==> src/rtl/seq_divider_pkg.sv <==
// Shared constants and FSM state encoding for the sequential restoring divider.
package seq_divider_pkg;

    localparam int DEFAULT_WIDTH = 16;

    typedef enum logic [1:0] {
        ST_IDLE   = 2'd0,
        ST_RUN    = 2'd1,
        ST_FINISH = 2'd2
    } state_t;

endpackage

==> src/rtl/seq_divider_div_step.sv <==
// One combinational restoring-division step: shift in a dividend bit,
// trial-subtract the divisor with a ripple-carry adder, restore on borrow.
module div_step #(
    parameter int WIDTH = 16
) (
    input  logic [WIDTH-1:0] partial,
    input  logic             next_bit,
    input  logic [WIDTH-1:0] divisor,
    output logic [WIDTH-1:0] new_partial,
    output logic             quotient_bit
);

    logic [WIDTH:0]   shifted;
    logic [WIDTH:0]   divisor_inv;
    logic [WIDTH+1:0] carry;
    logic [WIDTH-1:0] diff;

    assign shifted     = {partial, next_bit};
    assign divisor_inv = ~{1'b0, divisor};
    assign carry[0]    = 1'b1;

    // Subtract as shifted + ~divisor + 1; the carry out of the top bit means no borrow.
    genvar gi;
    generate
        for (gi = 0; gi < WIDTH; gi++) begin : g_sum
            assign diff[gi] = shifted[gi] ^ divisor_inv[gi] ^ carry[gi];
        end
        for (gi = 0; gi <= WIDTH; gi++) begin : g_carry
            assign carry[gi+1] = (shifted[gi] & divisor_inv[gi])
                               | (carry[gi] & (shifted[gi] ^ divisor_inv[gi]));
        end
    endgenerate

    assign quotient_bit = carry[WIDTH+1];
    assign new_partial  = quotient_bit ? diff : shifted[WIDTH-1:0];

endmodule

==> src/rtl/seq_divider.sv <==
// Sequential unsigned divider: one restoring step per clock, WIDTH steps per
// division, with a divide-by-zero shortcut straight to FINISH.
module seq_divider
    import seq_divider_pkg::*;
#(
    parameter int WIDTH = DEFAULT_WIDTH
) (
    input  logic             clk,
    input  logic             reset,
    input  logic             start,
    input  logic [WIDTH-1:0] xin,
    input  logic [WIDTH-1:0] yin,
    output logic             busy,
    output logic             done,
    output logic [WIDTH-1:0] quotient,
    output logic [WIDTH-1:0] remainder,
    output logic             divzero
);

    localparam int CW = $clog2(WIDTH + 1);

    state_t           state_reg, state_next;
    logic [WIDTH-1:0] rem_reg;
    logic [WIDTH-1:0] quo_reg;
    logic [WIDTH-1:0] div_reg;
    logic [CW-1:0]    count_reg;

    logic [WIDTH-1:0] step_rem;
    logic             step_bit;
    logic [WIDTH-1:0] step_quo;
    logic             last_step;
    logic             accept;

    div_step #(.WIDTH(WIDTH)) u_step (
        .partial      (rem_reg),
        .next_bit     (quo_reg[WIDTH-1]),
        .divisor      (div_reg),
        .new_partial  (step_rem),
        .quotient_bit (step_bit)
    );

    assign step_quo  = {quo_reg[WIDTH-2:0], step_bit};
    assign last_step = (count_reg == CW'(WIDTH - 1));
    assign accept    = (state_reg == ST_IDLE) && start;

    always_ff @(posedge clk) begin
        if (reset) begin
            state_reg <= ST_IDLE;
        end else begin
            state_reg <= state_next;
        end
    end

    always_comb begin
        state_next = state_reg;
        case (state_reg)
            ST_IDLE:   if (start) state_next = (yin == '0) ? ST_FINISH : ST_RUN;
            ST_RUN:    if (last_step) state_next = ST_FINISH;
            ST_FINISH: state_next = ST_IDLE;
            default:   state_next = ST_IDLE;
        endcase
    end

    always_comb begin
        busy = 1'b0;
        done = 1'b0;
        case (state_reg)
            ST_RUN:    busy = 1'b1;
            ST_FINISH: begin
                busy = 1'b1;
                done = 1'b1;
            end
            default:   ;
        endcase
    end

    // Results are loaded on the edge entering FINISH so they are valid while done is high.
    always_ff @(posedge clk) begin
        if (reset) begin
            rem_reg   <= '0;
            quo_reg   <= '0;
            div_reg   <= '0;
            count_reg <= '0;
            quotient  <= '0;
            remainder <= '0;
            divzero   <= 1'b0;
        end else begin
            if (accept) begin
                div_reg   <= yin;
                quo_reg   <= xin;
                rem_reg   <= '0;
                count_reg <= '0;
                divzero   <= (yin == '0);
                if (yin == '0) begin
                    quotient  <= '1;
                    remainder <= xin;
                end
            end else if (state_reg == ST_RUN) begin
                rem_reg   <= step_rem;
                quo_reg   <= step_quo;
                count_reg <= count_reg + CW'(1);
                if (last_step) begin
                    quotient  <= step_quo;
                    remainder <= step_rem;
                end
            end
        end
    end

endmodule
==> config.mk <==
export PLATFORM = sky130hd
export DESIGN_NAME = seq_divider
export DESIGN_NICKNAME = d
export VERILOG_FILES = /design/src/rtl/seq_divider_pkg.sv /design/src/rtl/seq_divider_div_step.sv /design/src/rtl/seq_divider.sv
export SDC_FILE = /design/constraint.sdc
export NUM_CORES = 1
export LEC_CHECK = 0
export ABC_AREA = 1
export CORE_ASPECT_RATIO = 0.75
export CORE_MARGIN = 2
export CORE_UTILIZATION = 35
export DETAILED_ROUTE_END_ITERATION = 8
export HOLD_SLACK_MARGIN = 0.15
export MAX_ROUTING_LAYER = met4
export SYNTH_ARGS = -nofsm -noshare
export SYNTH_HDL_FRONTEND = slang
export SYNTH_HIERARCHICAL = 1
export SYNTH_SLANG_ARGS = --single-unit
==> constraint.sdc <==
create_clock -name clk -period 8.02 [get_ports clk]
set_input_delay 1.604 -clock clk [delete_from_list [all_inputs] [get_ports clk]]
set_output_delay 1.604 -clock clk [all_outputs]
set_load 0.01 [all_outputs]
==> run summary <==
post-place setup slack: 730 ps
Yosys cell types: 29
minimum clock period: 7330 ps
Post-CTS Resized: 0
max frequency: 136 MHz
Die ar.: 13300 um^2
setup repair after global routing missed its margin: no
HPWL Detailed: 8480 um
Worst Path Class, Setup: reg -> reg
worst hold stages: 2
DR WL/cell: 14.2 um
Area Overhead vs Synth: 23.7%
Rows: 35
syn avg cell area: 7.10 um^2
Post-Synthesis Cells: 612
syn nets: 668
# DRC: 0
total gr overflow: 0
Final Non-Filler Cells: 827
antenna cells: 0
Seq/Total Area, Yosys: 40.5%
Arrival @ worst endpoint: 7570 ps
final setup TNS: 0 ps
Post-synth ARST share: 0%
Final Hold Slack: 471 ps
core area: 12200 um^2
total of warnings raised by yosys: 6
fillcell total: 1262
initial antenna violation count: 0
GR Util All Layers: 19.1%
DR vias/cell: 4.84
Clock Latency Late Sink: 350 ps
# hold bufs at CTS: 0
Placer Congestion: 0.898
Synth top area share: 40.5%
crit-path max FO: 17
Post-synth EDFFs: 0
num ports: 70
endpoints failing setup: 0
Least-Margin Pin Slew: 972 ps
WP data required: 8250 ps
die width: 133 um
final WL: 11700 um
fin nets: 712
Post-CTS Setup Inserts: 0
Final period util: 91.5%
HP Class: reg -> reg
final max-slew violation count: 0
largest net degree at the start of global routing: 49
mapped cell area: 4350 um^2
Chip Height: 100 um
via count: 4003
relative slew slack: 35.2%
count leader, synth: nand2_1
DP Cell Count: 811
Area contributors post-synth: dfxtp_1 (41%), nand2_1 (14%), o21ai_0 (7.4%)
Final Total Pwr: 1.47 mW
vias in the first global route: 3836
PwrDens: 273 nW/um^2
Setup crit start kind: flip-flop
Num CTS Buffers: 9
DP Area: 5070 um^2
Antenna Nets Post-Route: 0
peak supply drop: 0.000145 V
clock-pin slew on the worst setup and hold paths: 70 ps
clk root buf: clkbuf_16
Layout Skew: 6.93 ps
Initial Utilization: 35.6%
DR pass1 iterations: 5
Setup WS post-layout: 685 ps
CTS H-tree lvls: 3
crit end category: flip-flop
Pleak: 2.20 nW
Max-cap violations: 0
FF+latch count, synth: 88
area leader, netlist: dfxtp_1
share of cells above drive strength 1: 3.93%
initial DRC count: 248
final core utilization: 44.0%
Synth Flop Type: dfxtp_1
synth cell count leaders: nand2_1 (164), dfxtp_1 (88), nor2_1 (65), o21ai_0 (64), inv_1 (61)
TritonCTS clock tree: done
CTS Buffer Depth: 2
run status: finished clean
Finished Cell Area: 5380 um^2
IO buf count: 69
clock sink total: 88
Reg2Reg Depth: 27
first-pass GRT wire length: 19200 um
Final Hold Vio Count: 0
-- critical path, stage by stage (launching register included) --
cell and delay, ps:
dfxtp_1 350, inv_1 50, ha_1 200, fa_1 380
fa_1 400, fa_1 390, fa_1 380, fa_1 390
fa_1 380, fa_1 390, fa_1 390, fa_1 380
fa_1 390, fa_1 390, fa_1 360, inv_1 80
fa_1 160, inv_1 60, fa_1 360, inv_1 80
fa_1 490, nor2_4 180, nand2_1 100, nand2_1 70
nand2_1 70, o21ai_0 80, a21oi_1 150, nor2_1 80
-- power breakdown --
part	internal (mW)	switching [mW]	total (mW)
registers	0.488	0.0401	0.528
logic	0.166	0.327	0.493
clock network	0.248	0.196	0.445
-- per-layer routing --
metal / up-vias / track usage, % / share of wire (%)
met5: - / - / 0
met4: 0 / 5.46 / 1.3
met3: 12 / 4.63 / 5.3
met2: 100 / 29.5 / 43
met1: 1858 / 25.1 / 51
li1: 2033 / - / -
-- logic make-up after synthesis --
| family | count (synthesis) | share of synthesized area, % |
|---|---|---|
| AND/OR/NAND/NOR | 261 | 24.2 |
| flip-flops | 88 | 40.5 |
| buffers and inverters | 101 | 9.88 |
| adder cells (fa/ha/maj) | 21 | 8.64 |
| XOR/XNOR | 2 | 0.403 |
| AO/OA/AOI/OAI | 139 | 16.4 |
-- layout make-up --
type / instances / area, um^2 / share of cell area, %
timing repair buffer: 71 / 706 / 13.1
clock buffer: 9 / 225 / 4.19
inverter: 63 / 236 / 4.40
sequential: 88 / 1760 / 32.8
multi-input combinational: 423 / 2150 / 40.1
clock inverter: 7 / 83.8 / 1.56
tap: 166 / 208 / 3.86
-- cells in the final DEF, fill, tap and decap left out, drive strengths merged --
| cell | count |
|---|---|
| a21oi | 56 |
| a31oi | 12 |
| and3 | 1 |
| buf | 2 |
| bufinv | 1 |
| clkbuf | 9 |
| clkdlybuf4s50 | 69 |
| clkinvlp | 1 |
| dfxtp | 88 |
| fa | 15 |
| ha | 6 |
| inv | 68 |
| nand2 | 166 |
| nand3 | 22 |
| nand3b | 1 |
| nand4 | 2 |
| nor2 | 67 |
| nor3b | 1 |
| o21ai | 70 |
| o22ai | 1 |
| or2 | 1 |
| xnor2 | 1 |
| xor2 | 1 |
-- worst paths after layout --
kind | slack [ps] | end | start
setup reg to reg | 690 | remainder[3]$_SDFFE_PP0P_ | quo_reg[15]$_SDFFE_PP0P_
setup / recovery | 690 | remainder[3]$_SDFFE_PP0P_ | quo_reg[15]$_SDFFE_PP0P_
hold reg to reg | 470 | count_reg[4]$_SDFFE_PP0P_ | count_reg[4]$_SDFFE_PP0P_
hold / removal | 470 | count_reg[4]$_SDFFE_PP0P_ | count_reg[4]$_SDFFE_PP0P_
No activity file was read; power rests on OpenSTA's default activity.
